## src/rtl/regfile_wr_arbiter.sv

```systemverilog
// regfile_wr_arbiter
//   Shares the single register-file write port between the pipeline
//   writeback stage (P) and a long-latency unit (L). Pending L results sit in
//   a 2-entry in-order FIFO. An effective P write always wins. The FIFO head
//   is next in line. An L result accepted into an empty FIFO bypasses it when
//   P is idle. An age counter on the FIFO head raises stall_o so that the
//   pipeline inserts a writeback bubble and the head can drain.
//
// Ports
//   clk_i, rst_n_i         clock, asynchronous active-low reset
//   P_wen_i/P_rd_i/P_data_i pipeline writeback request
//   L_valid_i/L_rd_i/L_data_i, L_ready_o  long-latency result handshake
//   RF_wen_o/RF_rd_o/RF_data_o  registered register-file write port
//   stall_o                registered writeback-bubble request
module regfile_wr_arbiter #(
    parameter int XLEN    = 32,
    parameter int AGE_MAX = 3
) (
    input  logic            clk_i,
    input  logic            rst_n_i,
    input  logic            P_wen_i,
    input  logic [4:0]      P_rd_i,
    input  logic [XLEN-1:0] P_data_i,
    input  logic            L_valid_i,
    input  logic [4:0]      L_rd_i,
    input  logic [XLEN-1:0] L_data_i,
    output logic            L_ready_o,
    output logic            RF_wen_o,
    output logic [4:0]      RF_rd_o,
    output logic [XLEN-1:0] RF_data_o,
    output logic            stall_o
);

    localparam int AW = (AGE_MAX < 1) ? 1 : $clog2(AGE_MAX + 1);
    localparam logic [AW-1:0] AGE_SAT = AW'(AGE_MAX);

    typedef enum logic [1:0] {IDLE, PEND, STARVE} state_t;

    state_t          state_reg, state_next;
    logic [1:0]      count_reg, count_next;
    logic [AW-1:0]   age_reg, age_next;
    logic [4:0]      q_rd_reg   [2];
    logic [XLEN-1:0] q_data_reg [2];
    logic [4:0]      q_rd_next  [2];
    logic [XLEN-1:0] q_data_next[2];

    logic            wen_reg, wen_next;
    logic [4:0]      rd_reg, rd_next;
    logic [XLEN-1:0] data_reg, data_next;
    logic            stall_reg;

    logic            p_eff, l_acc, l_keep;
    logic [1:0]      kill, valid;
    logic [4:0]      c_rd   [2];
    logic [XLEN-1:0] c_data [2];
    logic [1:0]      c_cnt;
    logic            pop, bypass, push, head_killed;

    assign L_ready_o = (count_reg != 2'd2);
    assign p_eff     = P_wen_i && (P_rd_i != 5'd0);
    assign l_acc     = L_valid_i && L_ready_o;
    // An L result is older than the concurrent P instruction, so a P write to
    // the same register makes the L result dead on arrival.
    assign l_keep    = l_acc && (L_rd_i != 5'd0) && !(p_eff && (L_rd_i == P_rd_i));

    // Per-entry WAW kill and occupancy.
    genvar gi;
    generate
        for (gi = 0; gi < 2; gi++) begin : g_entry
            assign kill[gi]  = p_eff && (q_rd_reg[gi] == P_rd_i);
            assign valid[gi] = (count_reg > 2'(gi)) && !kill[gi];
        end
    endgenerate

    assign head_killed = (count_reg != 2'd0) && kill[0];

    // Datapath: compact surviving entries, select the writer, pop and push.
    always_comb begin
        c_rd[0]   = q_rd_reg[0];
        c_rd[1]   = q_rd_reg[1];
        c_data[0] = q_data_reg[0];
        c_data[1] = q_data_reg[1];
        c_cnt     = 2'd0;
        if (valid[0]) begin
            c_cnt = valid[1] ? 2'd2 : 2'd1;
        end else if (valid[1]) begin
            c_rd[0]   = q_rd_reg[1];
            c_data[0] = q_data_reg[1];
            c_cnt     = 2'd1;
        end

        pop    = !p_eff && (c_cnt != 2'd0);
        bypass = !p_eff && (c_cnt == 2'd0) && l_keep;
        push   = l_keep && !bypass;

        q_rd_next[0]   = c_rd[0];
        q_rd_next[1]   = c_rd[1];
        q_data_next[0] = c_data[0];
        q_data_next[1] = c_data[1];
        count_next     = c_cnt;
        if (pop) begin
            q_rd_next[0]   = c_rd[1];
            q_data_next[0] = c_data[1];
            count_next     = c_cnt - 2'd1;
        end
        // A push never meets a full FIFO: L_ready_o is low at count 2.
        if (push) begin
            if (count_next == 2'd0) begin
                q_rd_next[0]   = L_rd_i;
                q_data_next[0] = L_data_i;
            end else begin
                q_rd_next[1]   = L_rd_i;
                q_data_next[1] = L_data_i;
            end
            count_next = count_next + 2'd1;
        end

        wen_next  = p_eff || pop || bypass;
        rd_next   = rd_reg;
        data_next = data_reg;
        if (p_eff) begin
            rd_next   = P_rd_i;
            data_next = P_data_i;
        end else if (pop) begin
            rd_next   = c_rd[0];
            data_next = c_data[0];
        end else if (bypass) begin
            rd_next   = L_rd_i;
            data_next = L_data_i;
        end

        // Age tracks how long the current head has waited; any new head
        // (pushed into empty, exposed by pop or by a WAW kill) starts at 0.
        if ((count_next == 2'd0) || pop || head_killed || (c_cnt == 2'd0))
            age_next = '0;
        else if (age_reg == AGE_SAT)
            age_next = AGE_SAT;
        else
            age_next = age_reg + AW'(1);
    end

    // Next-state logic of the starvation FSM.
    always_comb begin
        state_next = state_reg;
        case (state_reg)
            IDLE: begin
                if (count_next != 2'd0)
                    state_next = (age_next == AGE_SAT) ? STARVE : PEND;
            end
            PEND: begin
                if (count_next == 2'd0)
                    state_next = IDLE;
                else if (age_next == AGE_SAT)
                    state_next = STARVE;
            end
            STARVE: begin
                if (count_next == 2'd0)
                    state_next = IDLE;
                else if (age_next != AGE_SAT)
                    state_next = PEND;
            end
            default: state_next = IDLE;
        endcase
    end

    always_ff @(posedge clk_i or negedge rst_n_i) begin
        if (!rst_n_i) begin
            state_reg     <= IDLE;
            count_reg     <= 2'd0;
            age_reg       <= '0;
            q_rd_reg[0]   <= 5'd0;
            q_rd_reg[1]   <= 5'd0;
            q_data_reg[0] <= '0;
            q_data_reg[1] <= '0;
            wen_reg       <= 1'b0;
            rd_reg        <= 5'd0;
            data_reg      <= '0;
            stall_reg     <= 1'b0;
        end else begin
            state_reg     <= state_next;
            count_reg     <= count_next;
            age_reg       <= age_next;
            q_rd_reg[0]   <= q_rd_next[0];
            q_rd_reg[1]   <= q_rd_next[1];
            q_data_reg[0] <= q_data_next[0];
            q_data_reg[1] <= q_data_next[1];
            wen_reg       <= wen_next;
            rd_reg        <= rd_next;
            data_reg      <= data_next;
            stall_reg     <= (state_next == STARVE);
        end
    end

    assign RF_wen_o  = wen_reg;
    assign RF_rd_o   = rd_reg;
    assign RF_data_o = data_reg;
    assign stall_o   = stall_reg;

endmodule

```

## config.mk

```make
export PLATFORM = sky130hd
export DESIGN_NAME = regfile_wr_arbiter
export DESIGN_NICKNAME = d
export VERILOG_FILES = /design/src/rtl/regfile_wr_arbiter.sv
export SDC_FILE = /design/constraint.sdc
export NUM_CORES = 1
export LEC_CHECK = 0
export BUFFER_PORTS_ARGS = -buffer_cell sky130_fd_sc_hd__buf_2
export CAP_MARGIN = 20
export CORE_UTILIZATION = 26
export CTS_BUF_LIST = sky130_fd_sc_hd__clkbuf_4 sky130_fd_sc_hd__clkbuf_8 sky130_fd_sc_hd__clkbuf_16
export DETAILED_ROUTE_END_ITERATION = 16
export PLACE_DENSITY_LB_ADDON = 0.1
export REMOVE_ABC_BUFFERS = 1
export SETUP_SLACK_MARGIN = 0.5
export SLEW_MARGIN = 20
export SYNTH_ARGS = -nofsm -noshare
export SYNTH_HDL_FRONTEND = slang
export SYNTH_SLANG_ARGS = --single-unit
```

## constraint.sdc

```tcl
create_clock -name clk_i -period 4.61 [get_ports clk_i]
set_input_delay 0.922 -clock clk_i [delete_from_list [all_inputs] [get_ports clk_i]]
set_output_delay 0.922 -clock clk_i [all_outputs]
set_load 0.01 [all_outputs]
```

=== Word-level counts from Yosys, hierarchy flattened ===
Index checks and enable logic that the tools add are counted.

* Equality and inequality tests: 10
* Mux-type cells: 32
* Order comparisons: 2
* Add/sub/neg operators: 3
* Bitwise logic cells: 1
* Reductions and logical operators: 35

{| class="wikitable"
|+ Operator list
! kind !! count
|-
| 32-bit two-way mux || 8
|-
| 64-bit two-way mux || 1
|-
| 5-bit two-way mux || 8
|-
| 2-bit two-way mux || 12
|-
| 5-bit == test || 3
|-
| 1-bit logical AND || 14
|-
| 10-bit two-way mux || 1
|-
| 5-bit nonzero test || 2
|-
| 2-bit == test, second input constant || 4
|-
| 2-bit logical NOT || 4
|-
| 2-bit one-hot mux with 3 select lines || 1
|-
| 2-bit nonzero test || 3
|-
| 1-bit logical NOT || 5
|-
| 1-bit logical OR || 5
|-
| 2-bit by 1-bit adder with 2-bit output, second input constant || 2
|-
| 2-bit by 1-bit > comparator with 1-bit output, second input constant || 2
|-
| 2-bit inequality test, second input constant || 2
|-
| 3-bit nonzero test || 1
|-
| 2-bit by 1-bit == test with 1-bit output, second input constant || 1
|-
| 2-bit AND reduction || 1
|-
| 2-bit by 1-bit subtractor with 2-bit output, second input constant || 1
|-
| 1-bit two-way mux || 1
|-
| 1-bit NOT || 1
|}

* Register bits: 119
* Input bits: 78
* Output and inout port bits: 40
* Logic and storage cells: 94

=== Longest topological paths before layout ===
Gate-level depths: netlist of the first run.

* Depth in word-level cells: 23
* Depth in mapped cells: 17
* Depth with buffers taken out: 11

=== Worst setup path before layout of the first run ===
No wires, ideal clock.

* Kind: input port to flip-flop
* From: in P_rd_i[0]
* To: reg q_data_reg, in the netlist c_data[10]
* Setup slack: 0.280 ns
* Data required time: 4.485 ns
* Path buffers: 4
* Stages on the path: 14
* Library setup time: 0.125 ns
* Arrival time: 4.205 ns
* Path through: or3_4 > o21a_1 > nand3_1 > buf_2 > buf_2 > nand2_1 > ha_1 > clkbuf_1 > or3_4 > and2_1 > ha_1 > nor3_4 > buf_6 > mux2_2

* Longest elaborated chain between the ends: 13
* Elaborated cells between the ends (all ways): 30
* Classes of those cells: add/sub (1); eq/ne (3); mux (4); bitwise (1); reduce/logical (21)

{| class="wikitable"
|+ Ends and longest elaborated chain
! element !! RTL line !! text
|-
| start: declaration || 22 || <nowiki>input logic [4:0] P_rd_i,</nowiki>
|-
| parallel branches: the longest is 12 deep, another holds 2-bit by 1-bit subtractor with 2-bit output || -- ||
|-
| 2-bit AND reduction (no line) * || -- ||
|-
| end: declaration || 43 || <nowiki>logic [XLEN-1:0] q_data_reg [2];</nowiki>
|}

Every way passes the cells marked *.
A chain may end at the register's enable or synchronous reset.

=== Worst setup path in the final report of the first run ===
* From: in P_rd_i[4]
* To: reg q_data_reg, in the netlist c_data[11]

The elaborated chain is that of the path after synthesis.

==> results by group, run 1 <==
Clock network
  • TritonCTS clock tree: done
  • Htree depth: 4
  • Hold-fix buffers at CTS: 0
  • Clock buffer depth: 2
  • Clk sink count: roughly 120
  • Clk pin slew, worst setup/hold paths: approximately 0.050 ns
  • Skew-Pair Late Insertion Delay: 0.42 ns
  • Cts bufs inserted: 17
  • Clock root buffer: clkbuf_16

Timing
  • Least-Margin Pin Slew: around 0.97 ns
  • Slew Limit Headroom: 35.1%
  • Period minus WS final: between 3 and 4 ns
  • Final Hold Vio Count: 0
  • Post-route setup TNS: 0 ns
  • Unrepaired setup endpoints after global routing: no
  • Clock skew: between 0.009 and 0.01 ns
  • Setup violations, final: 0
  • Max-slew violations: 0
  • Final Cycle Share: ~84%
  • Fmax: approximately 260 MHz
  • Hold slack: ~0.50 ns

GRT
  • Initial antenna violation count: 0
  • Largest net degree at the start of global routing: 77
  • Overflow after GRT: 0
  • First-pass GRT wire length: between 30000 and 40000 um
  • Vias in the first global route: around 6000
  • Total track usage: approximately 18%

Synthesis
  • Register bit total from synthesis: about 120
  • Sequential area share after synthesis: 46.0%
  • Synth Instances: between 600 and 700
  • Area fraction of the dominant cell type after synthesis: between 40% and 50%
  • Synth area leaders: dfrtp_1 (46%), o22ai_1 (7.0%), mux2_2 (5.9%)
  • Unique masters post-synth: 44
  • Post-Syn Area: 6470 sq um
  • Area leader, netlist: dfrtp_1
  • Synth Warn #: 0
  • Syn_area_per_cell: between 10 and 15 sq um

Placement
  • Detail Placement HPWL: 12500 um
  • Cell Count Post-Placement: roughly 1000
  • Port bufs: around 120
  • GP Congestion: ~0.74

Worst setup path
  • Crit Path Class: input pin to register
  • Crit Path Max Fanout: 20
  • Setup crit start kind: input pin
  • Setup crit end kind: register
  • CP Data Required Time: 4.90 ns
  • Arrival time worst endpoint: roughly 4.2 ns

Layout
  • Synthesis-to-layout area growth: 22.7%
  • Antenna diodes: 0
  • Nets@finish: between 700 and 800
  • Share of post-route cells with drive strength above 1: 30.0%
  • Fin cells: about 1100

Floorplan
  • Die area: 25500 sq um
  • I/O Pins: 118
  • Core area: ~24000 sq um
  • Initial Util: 26.5%
  • Rows: 57
  • DIE HEIGHT: ~160 um
  • Die W: around 160 um

Pwr
  • Reg power frac: 31.8%
  • Comb power frac: 45.0%
  • Peak supply drop: approximately 0.32 mV
  • Switching share of total power: approximately two fifths
  • PwrDens: between 700 and 800 nW/um^2
  • Pleak: 0.00305 uW
  • Clk pwr share: 23.3%
  • NetSw: about 2400 uW
  • Internal: roughly 3600 uW

Hold path
  • HP Class: register to register

Detailed routing
  • DR pass1 iterations: 5
  • Wire per inst: slightly above 20 um
  • First DRT Iteration DRCs: ~340
  • Residual DRC count: 0
  • Post-route ant nets: 0
  • Routed vias/inst: approximately 5.4
  • Via Count: roughly 5700
  • Post-Route WL: about 22000 um

Status
  • Status: finished, final reports clean

Run
  • Max Cap Violations: 0
==> final timing paths <==
kind	startpoint	to	slack, ns	cells after the start
worst max-delay path	P_rd_i[4]	c_data[11]$_DFFE_PN0P_	0.75	12
worst min-delay path	c_data[9]$_DFFE_PN0P_	c_data[9]$_DFFE_PN0P_	0.50	1
worst max register to register	c_rd[1]$_DFFE_PN0P_	c_data[11]$_DFFE_PN0P_	0.99	11
worst min register to register	c_data[9]$_DFFE_PN0P_	c_data[9]$_DFFE_PN0P_	0.50	1
max in group asynchronous	rst_n_i	c_rd[3]$_DFFE_PN0P_	3.00	2
min in group asynchronous	rst_n_i	RF_rd_o[1]$_DFFE_PN0P_	0.61	1
==> metal layers <==
metal	GRT usage [%]	wire length, um
met4	5.80	224
met3	2.78	805
met2	29.9	10900
met1	22.9	9830
met5	0	0
==> repair_timing <==
action                                  CTS  global route
setup buffers                             0             0
gates resized for setup                   0             1
endpoints found under the setup margin    0            37
==> power by group through the flow <==
stage / registers [uW] / logic [uW] / clock network (uW)
after floorplan: 1900 / 1740 / 0
after global placement: 1890 / 2660 / 0
after detailed placement: 1900 / 2710 / 0
after CTS: 1890 / 2720 / 1420
after global routing: 1960 / 2970 / 1470
final: 1890 / 2680 / 1390
==> metrics by stage <==
stage	power (uW)	utilization (%)	setup WS (ns)	area (sq um)
final	5960	32.6	0.746	7940
after floorplan	3640	-	-4.49	6140
after global placement	4550	30.1	0.202	7330
after global routing	6400	32.6	0.569	7940
after detailed placement	4620	30.1	0.126	7330
after CTS	6030	32.5	0.528	7940
==> layout make-up <==
cell class | count | area [sq um]
multi-input cells | 439 | 3220
clock inverters | 8 | 123
repair buffers | 134 | 716
clock buffers | 22 | 482
fillers | 2570 | 16400
well taps | 324 | 405
inverters | 4 | 15.0
flip-flops and latches | 119 | 2980
==> worst max-delay path: stages <==
cell     delay, ns
buf_2         0.14
xor2_1        0.17
nor3_1        0.31
nand2_2       0.10
o21ai_0       0.44
ha_4          0.29
or3_4         0.40
and2_1        0.19
ha_1          0.25
nor3_4        0.21
buf_4         0.35
mux2_2        0.38
==> synthesized netlist by cell type, drive strengths merged <==
library cell,instances
mux2,37
o22a,1
a21bo,1
a21oi,36
o221ai,37
o21ai,5
nand4,1
o21a,2
and3,1
nand3,3
o2111ai,1
xnor2,6
nor2,6
xor2,10
and2,38
a311oi,1
ha,4
clkbuf,43
or2,3
o211ai,3
o22ai,72
a22o,1
o2bb2ai,1
buf,29
a31oi,38
nand2,5
inv,4
a32oi,37
or3,2
a2111oi,1
nand2b,37
nor3,45
or4,1
mux2i,2
nor4b,1
dfrtp,119
==> cell families (layout without fill, tap and decap cells) <==
| group | count (synthesis) | in the layout | synth area share, % |
|---|---|---|---|
| AO/OA/AOI/OAI | 237 | 237 | 26.1 |
| XOR/XNOR | 16 | 16 | 2.17 |
| adder cells (fa/ha/maj) | 4 | 4 | 0.773 |
| buffers and inverters | 76 | 168 | 5.35 |
| flip-flops | 119 | 119 | 46.0 |
| multiplexers | 39 | 39 | 6.75 |
| AND/OR/NAND/NOR | 143 | 143 | 12.9 |
==> layout by cell type, fill, tap and decap left out, drive strengths merged, types with 2 or more instances in the layout <==
master    count
a21oi        36
a31oi        38
a32oi        37
and2         38
buf         134
bufinv        3
clkbuf       22
clkinv        2
clkinvlp      3
dfrtp       119
ha            4
inv           4
mux2         37
mux2i         2
nand2         5
nand2b       37
nand3         3
nor2          6
nor3         45
o211ai        3
o21a          2
o21ai         5
o221ai       37
o22ai        72
or2           3
or3           2
xnor2         6
xor2         10
No activity file was read; power rests on OpenSTA's default activity.
==> run 2: changes to the inputs <==
==> constraint.sdc (replaced) <==
create_clock -name clk_i -period 3.4 [get_ports clk_i]
set_input_delay 0.68 -clock clk_i [delete_from_list [all_inputs] [get_ports clk_i]]
set_output_delay 0.68 -clock clk_i [all_outputs]
set_load 0.01 [all_outputs]
==> run 2 against run 1 <==
Against the previous run:
- combinational power up 120%
- sequential share of layout area down 6.1 points
- largest cell class unchanged
- via count is 3.5% higher
==> results by group, run 2 (synthesis gave the netlist of run 1 again) <==
Placement
  • Port bufs: 117 (unchanged)
  • GP Congestion: 0.786 (was 0.741)
  • Detail Placement HPWL: 13000 um (was 12500 um)

Clock network
  • Skew-Pair Late Insertion Delay: 0.42 ns (about the same)
  • Hold-fix buffers at CTS: 0 (unchanged)
  • Htree depth: 4 (unchanged)
  • Cts bufs inserted: 17 (unchanged)
  • Clock buffer depth: 2 (unchanged)
  • Clk sink count: 119 (unchanged)
  • TritonCTS clock tree: done (unchanged)
  • Clk pin slew, worst setup/hold paths: 0.06 ns (was 0.05 ns)
  • Clock root buffer: clkbuf_16 (unchanged)

Detailed routing
  • Routed vias/inst: 5.32 (was 5.41)
  • Wire per inst: 21.3 um (was 20.7 um)
  • Post-route ant nets: 0 (unchanged)
  • Via Count: 5882 (was 5681)
  • First DRT Iteration DRCs: 378 (was 339)
  • Post-Route WL: 23600 um (was 21700 um)
  • DR pass1 iterations: 4 (was 5)
  • Residual DRC count: 0 (unchanged)

Timing
  • Final Hold Vio Count: 0 (unchanged)
  • Fmax: 327 MHz
  • Setup violations, final: 0 (unchanged)
  • Max-slew violations: 0 (unchanged)
  • Final Cycle Share: between 80% and 90%
  • Period minus WS final: between 3 and 4 ns
  • Post-route setup TNS: 0 ns (unchanged)
  • Least-Margin Pin Slew: 0.897 ns (was 0.973 ns)
  • Unrepaired setup endpoints after global routing: yes (was no)
  • Slew Limit Headroom: 40.2% (was 35.1%)
  • Clock skew: 0.00632 ns (was 0.00995 ns)

Hold path
  • HP Class: input pin to asynchronous set/reset pin (was register to register)

GRT
  • Largest net degree at the start of global routing: 85 (was 77)
  • Total track usage: 18.3% (was 17.7%)
  • Vias in the first global route: 6105 (was 6037)
  • Overflow after GRT: 0 (unchanged)
  • First-pass GRT wire length: 36100 um (was 35300 um)
  • Initial antenna violation count: 0 (unchanged)

Pwr
  • Pwr Total: 10300 uW (was 5960 uW)
  • PwrDens: 1080 nW/um^2 (was 750 nW/um^2)
  • Pleak: 0.00364 uW (was 0.00305 uW)
  • Peak supply drop: 0.412 mV (was 0.322 mV)

Worst setup path
  • R2r worst-path depth: 16 (was 11)
  • Flop2flop setup slack: 0.36 ns (was 0.99 ns)
  • CP dominant cell by count: buf_6
  • CP top delay family: simple AND/OR/NAND/NOR gates (unchanged)
  • Setup crit start kind: input pin (unchanged)
  • Crit Path Max Fanout: 20 (unchanged)
  • Arrival time worst endpoint: 3.35 ns (was 4.16 ns)
  • Crit Path Class: input pin to register (unchanged)
  • Crit path buf inv count: 5 (was 2)
  • Slowest-stage cell, CP: or3_4 (was o21ai_0)
  • Cell chain of the critical path: buf_6, or3_4, o21ai_4, o21ai_2, buf_4, ha_4, nor2_4, mux2i_4, ha_4, buf_6, o2111ai_4, buf_6, buf_8, nor3_1, a31oi_4 (was buf_2, xor2_1, nor3_1, nand2_2, o21ai_0, ha_4, or3_4, and2_1, ha_1, nor3_4, buf_4, mux2_2)
  • Worst Setup SP: P_rd_i[0] (was P_rd_i[4])
  • CP Data Required Time: 3.69 ns (was 4.90 ns)
  • Crit-path max cell delay: 0.41 ns (was 0.44 ns)
  • RR Endpoint: q_data_reg[35]$_DFF_PN0_ (was c_data[11]$_DFFE_PN0P_)
  • Setup crit end kind: register (unchanged)
  • FF-to-FF Start: c_rd[4]$_DFFE_PN0P_ (was c_rd[1]$_DFFE_PN0P_)

Floorplan
  • I/O Pins: 118 (unchanged)
  • Rows: 57 (unchanged)
  • Core area: 24400 sq um (unchanged)
  • Initial Util: 26.5% (unchanged)
  • Die W: 160 um (unchanged)
  • Die area: 25500 sq um (unchanged)
  • DIE HEIGHT: 160 um (unchanged)

Layout
  • Most common cell after layout, fill and taps aside: dfrtp_1 (unchanged)
  • Nets@finish: 851 (was 797)
  • Most frequent cells in the layout: dfrtp_1 (119), buf_2 (114), o22ai_1 (72) (was dfrtp_1 (119), buf_2 (116), o22ai_1 (72))
  • Fillers: 2420 (was 2570)
  • Share of post-route cells with drive strength above 1: 43.7% (was 30.0%)
  • Synthesis-to-layout area growth: 46.7% (was 22.7%)
  • Antenna diodes: 0 (unchanged)

Status
  • Status: finished, final reports clean (unchanged)

Run
  • Max Cap Violations: 0 (unchanged)
[run 2: report_power, final]
part           switching (uW)  total (uW)  internal (uW)
Clock                     695        1900           1210
Sequential                449        2570           2130
Combinational            2870        5820           2950
[run 2: area by class of cell]
type	instances	area, sq um	share of cell area, %
multi-input cells	439	4030	42.4
flip-flops and latches	119	2980	31.4
repair buffers	188	1450	15.3
clock buffers	21	468	4.93
well taps	324	405	4.27
clock inverters	11	149	1.57
inverters	4	15.0	0.158
[run 2: routing by layer]
metal  routed length [um]  track usage, %  vias up
met4                  548            8.05        0
met2                11500            29.9      168
met5                    0               0        -
met1                10600            24.0     2940
li1                     -               -     2744
met3                  970            2.83       30
[run 2: worst max path at each step]
stage / cells after the start / endpoint / slack (ns)
floorplan: 11 / q_data_reg[38]$_DFF_PN0_ / -5.46
global placement: 13 / c_data[26]$_DFFE_PN0P_ / -0.24
detailed placement: 12 / c_data[30]$_DFFE_PN0P_ / -0.27
CTS: 14 / c_data[19]$_DFFE_PN0P_ / 0.34
global route: 14 / c_data[19]$_DFFE_PN0P_ / 0.23
finish: 15 / q_rd_reg[9]$_DFF_PN0_ / 0.35
[run 2: stage by stage]
| stage | cells | area, sq um | utilization [%] | setup slack (ns) | hold WS [ns] |
|---|---|---|---|---|---|
| after global routing | 1106 | 9500 | 38.9 | 0.231 | 0.262 |
| after floorplan | 562 | 6140 | - | -5.46 | 0.384 |
| final | 1106 | 9500 | 38.9 | 0.346 | 0.235 |
| after global placement | 1048 | 7590 | 31.1 | -0.240 | 0.483 |
| after CTS | 1102 | 8850 | 36.3 | 0.337 | 0.245 |
| after detailed placement | 1048 | 7590 | 31.1 | -0.272 | 0.502 |
[run 2: timing repair]
action | 4_1_cts | 5_1_grt
buffers inserted | 16 | 2
resized for setup | 68 | 83
gates cloned | 6 | 2
pin swaps | 13 | 13
hold endpoints to repair | 0 | 0
setup endpoints to repair | 79 | 78
